==> src/rtl/pdm_stereo_decoder.sv <==
// Two-channel PDM-to-PCM decoder using a sliding-window ones count (boxcar).
// Optional per-channel IIR smoothing stage is enabled with `define PDM_DEC_IIR_EN.
module pdm_stereo_decoder #(
   parameter int WIN_LOG2  = 8,
   parameter int IIR_SHIFT = 4
) (
   input  logic        clk,
   input  logic        RST_n,
   input  logic        lft_PDM,
   input  logic        rght_PDM,
   output logic [15:0] lft_inverse,
   output logic [15:0] rght_inverse
);

   localparam int W  = 1 << WIN_LOG2;
   localparam int SW = WIN_LOG2 + 1;
   localparam logic [W-1:0]  HIST_INIT = {(W/2){2'b10}};
   localparam logic [SW-1:0] SUM_INIT  = SW'(W/2);

   generate
      if (WIN_LOG2 < 4 || WIN_LOG2 > 15 || IIR_SHIFT < 1 || IIR_SHIFT > 12) begin : g_bad_params
         $error("pdm_stereo_decoder: WIN_LOG2 or IIR_SHIFT out of range");
      end
   endgenerate

   logic [1:0]  w_pdm;
   logic [15:0] w_dout [2];

   assign w_pdm        = {rght_PDM, lft_PDM};
   assign lft_inverse  = w_dout[0];
   assign rght_inverse = w_dout[1];

   genvar gi;
   generate
      for (gi = 0; gi < 2; gi++) begin : g_chan
         logic [W-1:0]  r_hist;
         logic [SW-1:0] r_sum;
         logic [15:0]   r_box;
         logic [16:0]   w_raw;
         logic [15:0]   w_box_next;

         // A full window (sum == W) scales to 65536 and is clamped to the top code.
         assign w_raw      = {{(16-WIN_LOG2){1'b0}}, r_sum} << (16 - WIN_LOG2);
         assign w_box_next = (w_raw[16] ? 16'hFFFF : w_raw[15:0]) ^ 16'h8000;

         always_ff @(posedge clk or negedge RST_n) begin
            if (!RST_n) begin
               r_hist <= HIST_INIT;
               r_sum  <= SUM_INIT;
               r_box  <= 16'h0000;
            end else begin
               r_hist <= {r_hist[W-2:0], w_pdm[gi]};
               r_sum  <= r_sum + {{WIN_LOG2{1'b0}}, w_pdm[gi]}
                               - {{WIN_LOG2{1'b0}}, r_hist[W-1]};
               r_box  <= w_box_next;
            end
         end

`ifdef PDM_DEC_IIR_EN
         localparam int YW = 16 + IIR_SHIFT;
         logic signed [YW-1:0] r_y;
         logic signed [YW:0]   w_diff;
         logic        [YW-1:0] w_step;

         // One guard bit keeps x - y from overflowing; the step always fits in YW.
         assign w_diff = $signed({r_box[15], r_box, {IIR_SHIFT{1'b0}}}) - $signed({r_y[YW-1], r_y});
         assign w_step = YW'(w_diff >>> IIR_SHIFT);

         always_ff @(posedge clk or negedge RST_n) begin
            if (!RST_n) begin
               r_y <= '0;
            end else begin
               r_y <= r_y + $signed(w_step);
            end
         end

         assign w_dout[gi] = r_y[YW-1 -: 16];
`else
         assign w_dout[gi] = r_box;
`endif
      end
   endgenerate

endmodule

==> config.mk <==
export PLATFORM = sky130hd
export DESIGN_NAME = pdm_stereo_decoder
export DESIGN_NICKNAME = d
export VERILOG_FILES = /design/src/rtl/pdm_stereo_decoder.sv
export SDC_FILE = /design/constraint.sdc
export NUM_CORES = 1
export LEC_CHECK = 0
export CELL_PAD_IN_SITES_DETAIL_PLACEMENT = 1
export CELL_PAD_IN_SITES_GLOBAL_PLACEMENT = 1
export CORE_MARGIN = 2
export CORE_UTILIZATION = 51
export DETAILED_ROUTE_END_ITERATION = 12
export PLACE_DENSITY = 0.82
export SLEW_MARGIN = 20
export SYNTH_ARGS = -nofsm -noshare
export SYNTH_HDL_FRONTEND = slang
export SYNTH_SLANG_ARGS = --single-unit
==> constraint.sdc <==
create_clock -name clk -period 4.8 [get_ports clk]
set_clock_uncertainty 0.1 [all_clocks]
set_input_delay 0.96 -clock clk [delete_from_list [all_inputs] [get_ports clk]]
set_output_delay 0.96 -clock clk [all_outputs]
set_load 0.01 [all_outputs]
# --- Word level (Yosys, flattened, before mapping) ---
# Index checks and enable logic that the tools add are counted.
totals:
  register_bits: 562
  input_bits: 4
  output_inout_bits: 32
  elab_cells: 14
op_classes:
  add_sub_neg: 4
  n_mux: 2
  bitwise: 2
ops:
  columns: ["cell", "n"]
  rows:
  - ["16-bit two-way mux", 2]
  - ["9-bit by 1-bit adder with 9-bit output", 2]
  - ["9-bit by 1-bit subtractor with 9-bit output", 2]
  - ["1-bit NOT", 2]

# --- Logic depth before layout (Yosys ltp) ---
# Gate-level depths: netlist of run 1.
logic_depth:
  ltp_word: 2
  mapped_depth: 9
  depth_no_buf: 9

# --- Least setup slack after synthesis of run 1 ---
# No wires, ideal clock.
synth_timing:
  path_kind: "input to register"
  from: "in lft_PDM"
  to: "reg g_chan[0].r_sum[6]"
  setup_ps: 131
  t_arrival_ps: 2247
  required_time_ps: 4569
  slack_ps: 2322
  stages: 6
  path_buffers: 0
  cell_sequence: "ha_1 fa_1 a21o_2 a21oi_2 o21ai_0 xor2_1"
synth_via:
  elab_chain_len: 2
synth_lines:
  columns: ["element", "line", "rtl"]
  rows:
  - ["start: declaration", "9", "input logic lft_PDM,"]
  - ["9-bit by 1-bit adder with 9-bit output", "53", "r_sum <= r_sum + {{WIN_LOG2{1'b0}}, w_pdm[gi]}"]
  - ["9-bit by 1-bit subtractor with 9-bit output", "54", "- {{WIN_LOG2{1'b0}}, r_hist[W-1]};"]
  - ["end signal: assignment", "53", null]
  - ["end: declaration", "37", "logic [SW-1:0] r_sum;"]
# Every way passes these cells.

# --- Worst setup path after layout of run 1 ---
# Same ends and word-level chain as after synthesis.

==> results.md, run 1 <==
- Outcome: finished clean
- Final Max Tran Viols: 0
- Vias in the first global route: 6885
- Multi-input logic area: 768 um2
- CP peak stage delay: 430 ps
- Crit Path Category: primary input to flip-flop
- GPL Wtd Cong: 0.731
- TritonCTS clock tree: done
- Synth-to-layout area growth: 17.3%
- FILL cells: 2386
- Setup TNS Final: 0 ps
- Syn avg cell area: 22.0 um2
- Die ar.: 30800 um2
- Critical path's slowest cell: clkdlybuf4s50_1
- Hold Buf Count CTS: 0
- Post-CTS sizing: 0
- Vias per cell: 4.74
- Die width: 175 um
- Crit path launch: lft_PDM
- Crit Path Max Fanout: 3
- Pwr dens: 607 nW/um2
- Worst EP required: 5140 ps
- Total core area: 28900 um2
- Distinct cells, synth: 25
- Fmax: 373 MHz
- Least-Margin Pin Slew: 506 ps
- Post CTS Setup Buffer Count: 0
- Layout cells sized above 1: 43.9%
- Hold Slack: 217 ps
- Register area: 14000 um2
- GRT Resource Usage Total: 19.1%
- Starting Density: 52.0%
- CTS clock-pin slew for the worst setup and hold paths: 70 ps
- Post-route cell area: 17600 um2
- Synth Register Bits: 548
- Worst skew pair latency: 550 ps
- Detail-routed net length per standard cell: 22.8 um
- Seq/Total Area, Yosys: 93.6%
- Placed Area: 15800 um2
- Vias: 5643
- Final min period: 2680 ps
- Drt drc: 0
- Antenna Nets Post-Route: 0
- Antenna violations before repair: 0
- Setup crit end kind: flip-flop
- Leading post-synthesis cells by cell area: dfrtp_1 (48%), dfstp_2 (45%), ha_1 (1.7%)
- Worst Setup Start Kind: primary input
- Largest net degree at the start of global routing: 145
- Final nets: 791
- RSZ-0062 raised after global routing: no
- First-pass GRT wire length: 43100 um
- Fin crit share: 55.8%
- Syn nets: 708
- Crit-path cells: clkdlybuf4s50_1 -> ha_1 -> fa_1 -> a21o_2 -> a21oi_2 -> o21ai_0 -> xor2_1
- ANT cells: 0
- Lkg Pwr: 8.03 nW
- Gr ovfl total: 0
- Leading area contributor after synthesis: dfrtp_1
- CP arrival: 3020 ps
- # IOs: 36
- Normalized max-slew margin: 66.2%
- Max cap viols: 0
- Detailed router's first-iteration violation count: 303
- CTS root buf: clkbuf_16
- Final Hold Viols: 0
- Num CTS Buffers: 51
- Drt pass-1 iters: 4
- Die span in y: 175 um
- Aggregate routed wire length: 27200 um
- Longest Clk Path Bufs: 3
- Cells after Synth: 682
- Final setup violation count: 0
- TritonCTS Sinks: 548
- Start of the worst register-to-register path: g_chan[0].r_sum[0]
- Depth of the CTS H-tree: 2
- # rows: 62
- Top-area cell type share of the netlist area: 48.4%
- Hold Crit Class: primary input to asynchronous set/reset pin
- YS warnings: 0
- Post-Syn Area: 15000 um2
- DP Wirelength: 12200 um
- Max IR drop VDD: 262 uV
- PortBufs: 35
layout by cell type, fill, tap and decap left out, drive strengths merged, types with 4 or more instances in the layout:
cell type and n:
dfstp 258, clkinv 10, nand2 22, mux2i 4, a21oi 10, a21o 4
clkdlybuf4s50 34, ha 20, bufinv 4, buf 10, xor2 4, xnor2 8
inv 21, clkbuf 80, o21ai 4, nand3 4, dfrtp 290
final timing paths:
path                                    endpoint  slack, ps  depth (start not counted)
min in group clk            g_chan[1].r_hist[35]        250                          0
min reg2reg                 g_chan[1].r_hist[35]        250                          0
max in group asynchronous  g_chan[0].r_hist[103]       3080                          3
min                         g_chan[1].r_hist[26]        220                          1
max                           g_chan[0].r_sum[6]       2120                          7
max reg2reg                   g_chan[0].r_sum[6]       2290                          9
worst max-delay path: cells and delay by family:
| kind | cells | cell delay [ps] |
|---|---|---|
| AO/OA/AOI/OAI | 3 | 650 |
| buffers and inverters | 1 | 430 |
| XOR/XNOR | 1 | 280 |
| adder cells (fa/ha/maj) | 2 | 690 |
Yosys cell counts, drive strengths merged:
cell / count
a211oi: 2
a21o: 4
a21oi: 10
and4b: 2
buf: 14
clkinv: 2
dfrtp: 290
dfstp: 258
fa: 2
ha: 20
inv: 20
mux2i: 4
nand2: 22
nand3: 4
nor2: 2
nor2b: 2
nor3: 2
o21a: 2
o21ai: 4
o21bai: 2
o31ai: 2
xnor2: 8
xor2: 4
layout make-up:
type,instances,share of cell area (%)
clock buffers,80,8.80
well taps,384,2.73
clock inverters,15,1.07
repair buffers,44,2.73
inverters,22,0.470
multi-input cells,98,4.37
flip-flops and latches,548,79.8
metrics by stage:
| step | worst slack [ps] | power, mW | instances | util, % |
|---|---|---|---|---|
| after global placement | 1750 | 6.32 | 1095 | 54.8 |
| after global routing | 2070 | 11.1 | 1191 | 60.9 |
| after CTS | 2110 | 10.8 | 1190 | 60.8 |
| after detailed placement | 1700 | 6.48 | 1095 | 54.8 |
| final | 2120 | 10.7 | 1191 | 60.9 |
| after floorplan | 2320 | 5.94 | 682 | - |
state kept, by name, summed over array words and instances, names as in the netlist:
name           count
lft_inverse        9
g_chan.r_hist    512
rght_inverse       9
g_chan.r_sum      18
kinds of logic after synthesis:
logic type                 after synthesis  synth area share [%]
and+or+nand+nor                         34                  1.02
adders and majority gates               22                  1.94
AOI/OAI and AO/OA                       26                  1.20
xor gates and xnor gates                12                 0.701
buffers and inverters                   36                  1.25
muxes                                    4                 0.267
DFF                                    548                  93.6
power by group:
group          total [mW]  internal [mW]  switching [mW]  leakage (nW)
combinational        1.57          0.654           0.918         0.666
clock                4.13           2.43            1.70         0.850
sequential           4.96           4.86           0.102          6.51
per-layer routing:
metal / wire [um] / share of wire, % / track usage, %
met3: 894 / 3.3 / 3.29
met5: 0 / 0 / 0
met4: 545 / 2.0 / 5.23
met1: 11700 / 43 / 26.0
met2: 14000 / 51 / 32.3
(Power assumes the default switching activity.)
==> run 2: changes to the inputs <==
==> constraint.sdc (replaced) <==
create_clock -name clk -period 2.6 [get_ports clk]
set_clock_uncertainty 0.1 [all_clocks]
set_input_delay 0.52 -clock clk [delete_from_list [all_inputs] [get_ports clk]]
set_output_delay 0.52 -clock clk [all_outputs]
set_load 0.01 [all_outputs]
==> results.md, run 2 (synthesis results as in run 1) <==
- Detailed router's first-iteration violation count: 292 (was 303)
- First-pass GRT wire length: 41900 um (was 43100 um)
- CP arrival: 2830 ps (was 3020 ps)
- Vias: 5550 (was 5643)
- Final nets: 795 (was 791)
- Antenna violations before repair: 0 (unchanged)
- Die width: 175 um (unchanged)
- Final setup violation count: 0 (unchanged)
- Fin crit share: 96.1%
- CTS root buf: clkbuf_16 (unchanged)
- Starting Density: 52.0% (unchanged)
- Crit-path cells: inv_1 -> ha_1 -> inv_1 -> ha_1 -> fa_1 -> a21o_2 -> a21oi_2 -> o21ai_0 -> xor2_1 (was clkdlybuf4s50_1 -> ha_1 -> fa_1 -> a21o_2 -> a21oi_2 -> o21ai_0 -> xor2_1)
- GR Util met1: 25.6% (was 26.0%)
- Layout cells sized above 1: 44.3% (was 43.9%)
- Bufs and invs on worst path: 2 (was 1)
- Hold Slack: 236 ps (was 217 ps)
- Global routing usage on met2: 30.6% (was 32.3%)
- RSZ-0062 raised after global routing: no (unchanged)
- Drt pass-1 iters: 4 (unchanged)
- Die span in y: 175 um (unchanged)
- Commonest cells after routing, fill and taps aside: dfrtp_1 (290), dfstp_2 (258), clkbuf_16 (51), clkdlybuf4s50_1 (34), nand2_1 (22) (was dfrtp_1 (290), dfstp_2 (258), clkbuf_16 (53), clkdlybuf4s50_1 (34), nand2_1 (22))
- DP Wirelength: 12300 um (was 12200 um)
- Worst EP required: 2930 ps (was 5140 ps)
- Num CTS Buffers: 51 (unchanged)
- Least-Margin Pin Slew: 566 ps (was 506 ps)
- Setup crit end kind: flip-flop (unchanged)
- ANT cells: 0 (unchanged)
- Max reg flops: 512 (unchanged)
- Drt drc: 0 (unchanged)
- Final Util: 60.8% (was 60.9%)
- GPL Wtd Cong: 0.734 (was 0.731)
- Fmax: 400 MHz
- GRT met3 Usage: 3.07% (was 3.29%)
- # rows: 62 (unchanged)
- Die ar.: 30800 um2 (unchanged)
- Gr ovfl total: 0 (unchanged)
- GR peak layer: met2 (unchanged)
- Longest Clk Path Bufs: 3 (unchanged)
- Worst skew pair latency: 560 ps (was 550 ps)
- Normalized max-slew margin: 62.2% (was 66.2%)
- Depth of the CTS H-tree: 2 (unchanged)
- Vias in the first global route: 6780 (was 6885)
- Final Hold Viols: 0 (unchanged)
- Synth-to-layout area growth: 17.0% (was 17.3%)
- TritonCTS Sinks: 548 (unchanged)
- Largest net degree at the start of global routing: 86 (was 145)
- Antenna Nets Post-Route: 0 (unchanged)
- FILL cells: 2382 (was 2386)
- CP peak stage delay: 460 ps (was 430 ps)
- Crit Path Category: flip-flop to flip-flop (was primary input to flip-flop)
- Aggregate routed wire length: 25900 um (was 27200 um)
- Final Max Tran Viols: 0 (unchanged)
- Critical path's slowest cell: fa_1 (was clkdlybuf4s50_1)
- Top reg by flops: g_chan.r_hist (unchanged)
- Total core area: 28900 um2 (unchanged)
- Non-Filler Instances: 1196 (was 1191)
- Hold Crit Class: flip-flop to flip-flop (was primary input to asynchronous set/reset pin)
- Crit Path Max Fanout: 3 (unchanged)
- Vias per cell: 4.64 (was 4.74)
- GRT Resource Usage Total: 18.5% (was 19.1%)
- Placed instance count: 1099 (was 1095)
- Post CTS Setup Buffer Count: 0 (unchanged)
- Most common cell after layout, fill and taps aside: dfrtp_1 (unchanged)
- CTS clock-pin slew for the worst setup and hold paths: 60 ps (was 70 ps)
- PortBufs: 35 (unchanged)
- Max cap viols: 0 (unchanged)
- Outcome: finished clean (unchanged)
- Detail-routed net length per standard cell: 21.7 um (was 22.8 um)
- # IOs: 36 (unchanged)
- TritonCTS clock tree: done (unchanged)
- Worst Setup Start Kind: flip-flop (was primary input)
- Post-CTS sizing: 0 (unchanged)
- Final min period: 2500 ps
- Max IR drop VDD: 549 uV (was 262 uV)
- Lkg Pwr: 8.03 nW (about the same)
- Hold Buf Count CTS: 1 (was 0)
- Regs by FF count: g_chan.r_hist (512), g_chan.r_sum (18) (unchanged)
- Pwr dens: 1100 nW/um2 (was 607 nW/um2)
- CP top delay family: adder cells (unchanged)
## run 2: cell count changes in the layout (fill, tap and decap cells not counted), sizes merged
cell	before	now
clkinv	10	16
buf	10	13
bufinv	4	1
clkbuf	80	78
clkinvlp	2	0
inv	21	23
dlygate4sd3	0	1
## run 2: area by class of cell
class | instances | area, um2 | share of cell area (%)
clock inverter | 18 | 130 | 0.742
inverter | 22 | 82.6 | 0.471
sequential | 548 | 14000 | 80.0
clock buffer | 78 | 1520 | 8.65
multi-input combinational | 98 | 768 | 4.38
tap | 384 | 480 | 2.74
timing repair buffer | 48 | 531 | 3.02
## run 2: final timing paths
| kind | startpoint | end | slack, ps | depth (start not counted) |
|---|---|---|---|---|
| worst min register to register | g_chan[1].r_hist[248] | g_chan[1].r_hist[249] | 240 | 0 |
| max in group asynchronous | RST_n | g_chan[0].r_hist[177] | 1080 | 3 |
| worst max register to register | g_chan[1].r_sum[0] | g_chan[1].r_sum[6] | 100 | 9 |
| worst max-delay path | g_chan[1].r_sum[0] | g_chan[1].r_sum[6] | 100 | 9 |
| min in group asynchronous | RST_n | g_chan[0].r_hist[158] | 430 | 2 |
| worst min-delay path | g_chan[1].r_hist[248] | g_chan[1].r_hist[249] | 240 | 0 |
## run 2: metrics by stage
step	worst slack (ps)	instance area [um2]	power, mW	setup TNS (ps)
finish	102	17500	19.3	0
global placement	22.3	15900	11.7	0
floorplan	449	15000	11.0	0
CTS	132	17500	19.5	0
global route	24.1	17500	20.1	0
detailed placement	-119	15900	12.0	-201
## run 2: power by group
group	internal, mW	total (mW)	switching, mW
Clock	4.13	7.19	3.05
Sequential	8.97	9.16	0.193
Combinational	1.23	2.92	1.69
Total	14.3	19.3	4.93
## run 2: worst register-to-register path, stage by stage (launching register included)
cell and delay [ps]:
dfrtp_1 340, inv_1 60, ha_1 270, inv_1 60, ha_1 240, fa_1 460
a21o_2 230, a21oi_2 280, o21ai_0 160, xor2_1 170
## run 2: routing by layer
| layer | wire length, um | vias to the layer above |
|---|---|---|
| met5 | 0 | - |
| met4 | 690 | 0 |
| met3 | 803 | 48 |
| met2 | 13000 | 102 |
| met1 | 11400 | 3094 |
| li1 | - | 2306 |
==> run 3: changes to the inputs <==
--- a/config.mk
+++ b/config.mk
@@ -7,7 +7,7 @@
 export LEC_CHECK = 0
 export CELL_PAD_IN_SITES_DETAIL_PLACEMENT = 1
 export CELL_PAD_IN_SITES_GLOBAL_PLACEMENT = 1
-export CORE_MARGIN = 2
+export CORE_MARGIN = 1.5
 export CORE_UTILIZATION = 51
 export DETAILED_ROUTE_END_ITERATION = 12
 export PLACE_DENSITY = 0.82
==> results.md, run 3 (synthesis results as in run 1) <==
- Outcome: finished clean (unchanged)
- Final nets: 801 (was 795)
- TritonCTS clock tree: done (unchanged)
- Pwr dens: 1120 nW/um2 (was 1100 nW/um2)
- Starting Density: 52.1% (was 52.0%)
- M1 WL: 12500 um (was 11400 um)
- PortBufs: 35 (unchanged)
- Final worst slack: 77.5 ps (was 102 ps)
- Fmax: 396 MHz (was 400 MHz)
- Regs by FF count: g_chan.r_hist (512), g_chan.r_sum (18) (unchanged)
- Crit Path Max Fanout: 3 (unchanged)
- Fin crit share: 97.0% (was 96.1%)
- Worst R2R Setup Slack: 80 ps (was 100 ps)
- # IOs: 36 (unchanged)
- Worst EP required: 2930 ps (about the same)
- Num CTS Buffers: 50 (was 51)
- Drt drc: 0 (unchanged)
- Vias: 5774 (was 5550)
- Bufs and invs on worst path: 1 (was 2)
- CTS root buf: clkbuf_16 (unchanged)
- GRT Resource Usage Total: 20.2% (was 18.5%)
- Hold Crit Class: flip-flop to flip-flop (unchanged)
- Die ar.: 30400 um2 (was 30800 um2)
- Least-Margin Pin Slew: 556 ps (was 566 ps)
- Max reg flops: 512 (unchanged)
- Vias per cell: 4.81 (was 4.64)
- Depth of the CTS H-tree: 2 (unchanged)
- Largest net degree at the start of global routing: 91 (was 86)
- Longest Clk Path Bufs: 3 (unchanged)
- Commonest cells after routing, fill and taps aside: dfrtp_1 (290), dfstp_2 (258), clkbuf_16 (51), clkdlybuf4s50_1 (34), nand2_1 (22) (unchanged)
- Final Util: 61.7% (was 60.8%)
- # rows: 62 (unchanged)
- Max IR drop VDD: 534 uV (was 549 uV)
- Crit Path Category: flip-flop to flip-flop (unchanged)
- Met3 wire len: 1070 um (was 803 um)
- Met2 routed wirelength: 14000 um (was 13000 um)
- Max cap viols: 0 (unchanged)
- Detail-routed net length per standard cell: 23.5 um (was 21.7 um)
- Place WS: -132 ps (was -119 ps)
- Setup crit end kind: flip-flop (unchanged)
- Aggregate routed wire length: 28200 um (was 25900 um)
- Layout cells sized above 1: 44.7% (was 44.3%)
- Worst Setup Start Kind: flip-flop (unchanged)
- Total core area: 28800 um2 (was 28900 um2)
- Gr ovfl total: 0 (unchanged)
- Highest Signal Layer: met4 (unchanged)
- Most used cell, CP: ha_1
- Worst skew pair latency: 550 ps (was 560 ps)
- Final Max Tran Viols: 0 (unchanged)
- TritonCTS Sinks: 548 (unchanged)
- Crit-path cells: ha_1 -> inv_1 -> ha_1 -> fa_1 -> a21o_2 -> a21oi_4 -> o21ai_0 -> xor2_1 (was inv_1 -> ha_1 -> inv_1 -> ha_1 -> fa_1 -> a21o_2 -> a21oi_2 -> o21ai_0 -> xor2_1)
- ANT cells: 0 (unchanged)
- Normalized max-slew margin: 62.9% (was 62.2%)
- Die width: 174 um (was 175 um)
- CP top delay family: adder cells (unchanged)
- Most common cell after layout, fill and taps aside: dfrtp_1 (unchanged)
- Post CTS Setup Buffer Count: 0 (unchanged)
- Non-Filler Instances: 1201 (was 1196)
- Synth-to-layout area growth: 18.5% (was 17.0%)
- GPL Wtd Cong: 0.746 (was 0.734)
- Antenna Nets Post-Route: 0 (unchanged)
- CTS clock-pin slew for the worst setup and hold paths: 70 ps (was 60 ps)
- Final setup violation count: 0 (unchanged)
- Final min period: 2520 ps (was 2500 ps)
- Drt pass-1 iters: 4 (unchanged)
- Vias in the first global route: 7002 (was 6780)
- Lkg Pwr: 8.12 nW (was 8.03 nW)
- Final Hold Viols: 0 (unchanged)
- Die span in y: 174 um (was 175 um)
- Top reg by flops: g_chan.r_hist (unchanged)
- Critical path's slowest cell: dfstp_2 (was fa_1)
- CP arrival: 2850 ps (was 2830 ps)
- Placed instance count: 1106 (was 1099)
- First-pass GRT wire length: 44800 um (was 41900 um)
- DP Wirelength: 12400 um (was 12300 um)
- Detailed router's first-iteration violation count: 406 (was 292)
- Antenna violations before repair: 0 (unchanged)
- CP peak stage delay: 560 ps (was 460 ps)
run 3: changes by cell type in the layout (fill, tap and decap cells not counted), sizes merged:
cell | previous run | this run
clkinvlp | 0 | 1
clkinv | 16 | 12
bufinv | 1 | 5
buf | 13 | 20
inv | 23 | 20
run 3: final timing paths:
path | start | to | cells past startpoint
max | g_chan[1].r_hist[255] | g_chan[1].r_sum[6] | 8
min | g_chan[1].r_hist[84] | g_chan[1].r_hist[85] | 0
min in group asynchronous | RST_n | g_chan[1].r_hist[250] | 2
min reg2reg | g_chan[1].r_hist[84] | g_chan[1].r_hist[85] | 0
max in group asynchronous | RST_n | g_chan[1].r_hist[187] | 3
max reg2reg | g_chan[1].r_hist[255] | g_chan[1].r_sum[6] | 8
run 3: layer usage:
layer  vias to the layer above  GRT usage, %
li1                       2317             -
met1                      3278          28.7
met2                       131          32.7
met3                        48          3.85
met4                         0          5.42
met5                         -             0
run 3: where the power goes:
group	total [mW]	switching, mW	internal (mW)
combinational	3.11	1.84	1.27
clock	7.69	3.16	4.53
sequential	9.17	0.206	8.97
run 3: cell type report:
cell class / instances / area, um2
Timing Repair Buffer: 55 / 633
Fill cell: 2341 / 11000
Clock buffer: 78 / 1520
Sequential cell: 548 / 14000
Clock inverter: 16 / 234
Inverter: 22 / 82.6
Multi-Input combinational cell: 98 / 783
Tap cell: 384 / 480
run 3: metrics by stage:
stage	setup TNS (ps)	cell area, um2	hold slack, ps	power [mW]
2_1_floorplan	0	15000	124	11.0
3_3_place_gp	0	16000	235	11.7
3_5_place_dp	-223	16000	238	12.0
4_1_cts	0	17800	252	20.1
5_1_grt	-9.49	17800	258	20.8
6_report	0	17800	249	20.0
run 3: timing repair:
action | CTS | global route
endpoints found under the hold margin | 27 | 0
resized for setup | 0 | 2
hold buffers | 1 | 0
setup endpoints to repair | 0 | 2
==> edit 1 (config.mk and constraints of run 2) <==
Build with the macro `PDM_DEC_IIR_EN` defined.
--- a/src/rtl/pdm_stereo_decoder.sv
+++ b/src/rtl/pdm_stereo_decoder.sv
@@ -2,2 +2,4 @@
 // Optional per-channel IIR smoothing stage is enabled with `define PDM_DEC_IIR_EN.
+`define PDM_DEC_IIR_EN
+
 module pdm_stereo_decoder #(
Function: changed (Yosys sat finds a counterexample within 4 cycles, from zero or initial values and one cycle with RST_n low).
==> edit 1 against run 2 <==
  * The flow now finishes with violations (setup timing)
  * Wire length is 110% higher
  * Synthesized area grew 27%
  * Fmax down 40%
  * Cell area grew 43%
  * Sequential share of layout area down 20 points
  * Hold slack got worse by 0.0093 ns
  * Sequential cell count up 40
  * First-iteration DRC count up 60%
  * Die area up 26%
  * Setup slack worse by 1.7 ns
  * Count of clock-buffer cells in the layout decreased by 1
  * Critical path type unchanged
  * Critical endpoint is now g_chan[0].r_y[19]$_DFF_PN0_
Power is left out: the tool's default activity adds up to more than one toggle a clock period on the data nets, which glitch-free logic cannot reach.
==> edit 1: results (changes against run 2) <==
- Status: finished, violations left (was complete, no violations)
- Failing checks: setup timing
- Worst Path Arrival: 4.57 ns (was 2.83 ns)
- Dpl ws: -1.34 ns (was -0.119 ns)
- Synth area leaders: dfrtp_1, dfstp_2, ha_1 (unchanged)
- # setup viols final: 36 (was 0)
- Via density: 5.38 (was 4.64)
- HP Class: reg2reg (unchanged)
- Synth cell count leaders: dfrtp_1, dfstp_2, ha_1, inv_1, xnor2_1 (was dfrtp_1, dfstp_2, nand2_1, ha_1, inv_1)
- Setup ws final: -1.59 ns (was 0.102 ns)
- WL final: 55200 um (was 25900 um)
- Hold Crit Start: g_chan[0].r_hist[102]$_DFF_PN0_ (was g_chan[1].r_hist[248]$_DFF_PN0_)
- # Post-CTS Setup Buffers: 39 (was 0)
- Final HPWL DP: 22600 um (was 12300 um)
- R2R cell count: 19 (was 9)
- Library cells used by synthesis: 53 (was 25)
- DRT met1 WL: 21700 um (was 11400 um)
- Post-cts sizing count: 137 (was 0)
- Max stage delay cell, worst path: dfrtp_2 (was fa_1)
- Ratio of cells with drive above 1 in the final layout: 53.7% (was 44.3%)
- Pin count of the biggest net entering global routing: 96 (was 86)
- Grt met2 use: 44.9% (was 30.6%)
- Hold path endpoint: g_chan[0].r_hist[103]$_DFF_PN1_ (was g_chan[1].r_hist[249]$_DFF_PN1_)
- Final Wtd Congestion: 0.861 (was 0.734)
- Initial antenna violation count: 1 (was 0)
- Worst slew pin tran: 0.679 ns (was 0.566 ns)
- Post-synth net total: 1246 (was 708)
- DR WL met3: 2180 um (was 803 um)
- Family with the most delay on the worst path: compound AO/OA/AOI/OAI gates (was adder cells)
- TritonCTS Buffers: 55 (was 51)
- Drt initial violations: 466 (was 292)
- Max stage delay on crit path: 0.49 ns (was 0.46 ns)
- First-pass GRT wire length: 70700 um (was 41900 um)
- R2R Path Start: g_chan[0].r_box[7]$_DFF_PN0_ (was g_chan[1].r_sum[0]$_DFF_PN0_)
- Final net count: 1560 (was 795)
- Amount of wire on met2 after detailed routing: 28900 um (was 13000 um)
- Met1 global-route usage: 29.8% (was 25.6%)
- Synth Area in Compound Gates: 4.87% (was 1.20%)
- RR Endpoint: g_chan[0].r_y[19]$_DFF_PN0_ (was g_chan[1].r_sum[6]$_DFF_PN0_)
- Sequential area share after synthesis: 79.0% (was 93.6%)
- Fillers: 3074 (was 2382)
- Global-route met3 utilization: 4.20% (was 3.07%)
- Mux contribution to synthesized area: 0% (was 0.267%)
- Xor and xnor fraction of the mapped netlist area: 3.29% (was 0.701%)
- Clock slew at reported path FFs: 0.08 ns (was 0.06 ns)
- Hold depth: 0 (unchanged)
- Post-Synth Adder-Cell Area: 6.47% (was 1.94%)
- Number of global-route vias before repair: 12066 (was 6780)
## edit 1: worst max-delay path by stage
stage,cells past startpoint,slack (ns),startpoint,endpoint
2_1_floorplan,18,-1.10,g_chan[0].r_box[7]$_DFF_PN0_,g_chan[0].r_y[19]$_DFF_PN0_
3_3_place_gp,18,-1.22,g_chan[0].r_box[7]$_DFF_PN0_,g_chan[0].r_y[19]$_DFF_PN0_
3_5_place_dp,18,-1.34,g_chan[0].r_box[7]$_DFF_PN0_,g_chan[0].r_y[19]$_DFF_PN0_
4_1_cts,18,-1.32,g_chan[0].r_box[7]$_DFF_PN0_,g_chan[0].r_y[19]$_DFF_PN0_
5_1_grt,19,-1.66,g_chan[0].r_box[7]$_DFF_PN0_,g_chan[0].r_y[19]$_DFF_PN0_
6_report,19,-1.59,g_chan[0].r_box[7]$_DFF_PN0_,g_chan[0].r_y[19]$_DFF_PN0_
## edit 1: layout make-up
type / instances / share of cell area (%)
Clock buffer: 77 / 6.28
Sequential cell: 588 / 59.7
Inverter: 75 / 1.14
Tap cell: 468 / 2.33
Timing Repair Buffer: 290 / 9.95
Clock inverter: 27 / 1.21
Multi-Input combinational cell: 450 / 19.4
## edit 1: per-stage QoR
stage	instance area, um^2	std cells	utilization, %	hold slack (ns)	TNS, ns
2_1_floorplan	19200	1146	-	0.124	-14.13
3_3_place_gp	21500	1810	58.5	0.235	-22.34
3_5_place_dp	21500	1810	58.5	0.237	-26.73
4_1_cts	24200	1948	66.0	0.244	-24.98
5_1_grt	25200	1975	68.6	0.237	-34.93
6_report	25200	1975	68.6	0.227	-32.09
## edit 1: cells by family (layout without fill, tap and decap cells)
logic type,count (synthesis),in the layout
simple gates,142,142
buf+inv,108,469
xor+xnor,70,70
compound gates,142,142
fa+ha+maj,96,96
flops,588,588
==> edit 2 (settings of run 2) <==
Without the edit above. Add an input register stage for `lft_PDM` and `rght_PDM`; this delays them by one clock.
--- a/src/rtl/pdm_stereo_decoder.sv
+++ b/src/rtl/pdm_stereo_decoder.sv
@@ -19,2 +19,10 @@
 
+   logic lft_PDM_q;
+   logic rght_PDM_q;
+
+   always_ff @(posedge clk) begin
+      lft_PDM_q  <= lft_PDM;
+      rght_PDM_q <= rght_PDM;
+   end
+
    generate
@@ -28,3 +36,3 @@
 
-   assign w_pdm        = {rght_PDM, lft_PDM};
+   assign w_pdm        = {rght_PDM_q, lft_PDM_q};
    assign lft_inverse  = w_dout[0];
Behaviour: not the same (a bounded check fails within 4 cycles, from zero or initial values and one cycle with RST_n low).
==> edit 2 against run 2 <==
  * Wire length fell by 5.1%
  * Fmax is 3.5% higher
  * Largest cell class unchanged
  * Combinational power shrank 5%
  * Critical endpoint unchanged
  * Synthesized area up 0.27%
  * Cell area increased by 0.21%
  * Sequential cell count grew 2
  * Die area is 0.26% higher
  * Via count down 0.27%
  * Setup slack improved by 0.085 ns
  * Core utilization grew 0.13 points
  * Power is essentially flat
==> edit 2: results (changes against run 2) <==
- Dpl cell area: 0.0159 mm^2 (about the same)
- Vias: 5535 (was 5550)
- Synth area leaders: dfrtp_1, dfstp_2, ha_1 (unchanged)
- Finished Layout Cells: 1197 (was 1196)
- Max stage delay cell, worst path: dfstp_2 (was fa_1)
- Worst Path Arrival: 2.75 ns (was 2.83 ns)
- Final Wtd Congestion: 0.730 (was 0.734)
- Final HPWL DP: 11100 um (was 12300 um)
- Cells after DPL: 1100 (was 1099)
- Family with the most delay on the worst path: adder cells (unchanged)
- Drt initial violations: 353 (was 292)
- Post-synth net total: 710 (was 708)
- WL final: 24600 um (was 25900 um)
- Post-Synth Adder-Cell Area: 1.93% (was 1.94%)
- Final net count: 796 (was 795)
- Leak: 0.00803 uW (about the same)
- FFs w/ async S/R, synth: 99.6% (was 100%)
- Synth Area in Compound Gates: 1.20% (about the same)
- Max stage delay on crit path: 0.53 ns (was 0.46 ns)
- Cells after Synth: 684 (was 682)
- VDD IR max: 0.000691 V (was 0.000549 V)
- First-pass detailed-route iteration total: 3 (was 4)
- Tot GR Track Use: 17.4% (was 18.5%)
- P_int: 14500 uW (was 14300 uW)
- Library cells used by synthesis: 26 (was 25)
- Pin count of the biggest net entering global routing: 89 (was 86)
- Worst Path Max Fanout: 3 (unchanged)
- First-pass GRT wire length: 39700 um (was 41900 um)
- Status: complete, no violations (unchanged)
- Sequential area share after synthesis: 93.6% (about the same)
- Mux contribution to synthesized area: 0.266% (was 0.267%)
- Xor and xnor fraction of the mapped netlist area: 0.699% (was 0.701%)
- Ratio of cells with drive above 1 in the final layout: 43.5% (was 44.3%)
[edit 2: logic make-up (layout without fill, tap and decap cells)]
| logic type | count (synthesis) | count (layout) |
|---|---|---|
| buf+inv | 36 | 165 |
| fa+ha+maj | 22 | 22 |
| xor+xnor | 12 | 12 |
| mux | 4 | 4 |
| flops | 550 | 550 |
| compound gates | 26 | 26 |
| simple gates | 34 | 34 |
[edit 2: stage by stage]
stage | total power (uW) | setup slack (ns) | hold slack (ns)
3_3_place_gp | 11800 | 0.374 | 0.234
6_report | 19300 | 0.186 | 0.235
4_1_cts | 19600 | 0.187 | 0.246
2_1_floorplan | 11000 | 0.449 | 0.124
3_5_place_dp | 12000 | 0.277 | 0.238
5_1_grt | 20200 | 0.0884 | 0.250
[edit 2: worst reg2reg max path: cells and delay by family, from the launching register on]
| kind | cells | cell delay (ns) |
|---|---|---|
| buf+inv | 1 | 0.04 |
| compound gates | 3 | 0.62 |
| flops | 1 | 0.53 |
| fa+ha+maj | 3 | 0.83 |
| xor+xnor | 1 | 0.17 |
[edit 2: power by group through the flow]
stage	Combinational, uW	Sequential [uW]	Clock (uW)
4_1_cts	2810	9210	7560
2_1_floorplan	1680	9360	0
5_1_grt	3070	9230	7910
6_report	2770	9190	7300
3_5_place_dp	2680	9330	0
3_3_place_gp	2480	9300	0
[edit 2: final timing paths]
check	slack [ns]	cells past startpoint	from	end
min in group asynchronous	0.40	2	RST_n	g_chan[1].r_hist[222]$_DFF_PN0_
max in group asynchronous	1.17	3	RST_n	g_chan[0].r_hist[13]$_DFF_PN1_
worst min register to register	0.24	0	g_chan[1].r_hist[226]$_DFF_PN0_	g_chan[1].r_hist[227]$_DFF_PN1_
worst max-delay path	0.19	8	g_chan[1].r_hist[255]$_DFF_PN1_	g_chan[1].r_sum[6]$_DFF_PN0_
worst min-delay path	0.24	0	g_chan[1].r_hist[226]$_DFF_PN0_	g_chan[1].r_hist[227]$_DFF_PN1_
worst max register to register	0.19	8	g_chan[1].r_hist[255]$_DFF_PN1_	g_chan[1].r_sum[6]$_DFF_PN0_
[edit 2: final cells by class]
cell class                      instances  area, um^2
Sequential cell                       550       14100
Fill cell                            2400       11300
Clock buffer                           81        1520
Multi-Input combinational cell         98         768
Timing Repair Buffer                   47         510
Tap cell                              384         480
Clock inverter                         15         144
Inverter                               22        82.6
[edit 2: repair_timing]
item                      4_1_cts  5_1_grt
resized for setup               0        0
hold endpoints to repair       24        0
hold buffers                    1        0
[edit 2: per-layer routing]
metal,up-vias,wire length [um],track usage (%)
li1,2321,-,-
met1,3085,10900,24.0
met2,96,12500,28.7
met3,31,761,3.48
met4,2,444,5.03
met5,-,12,0
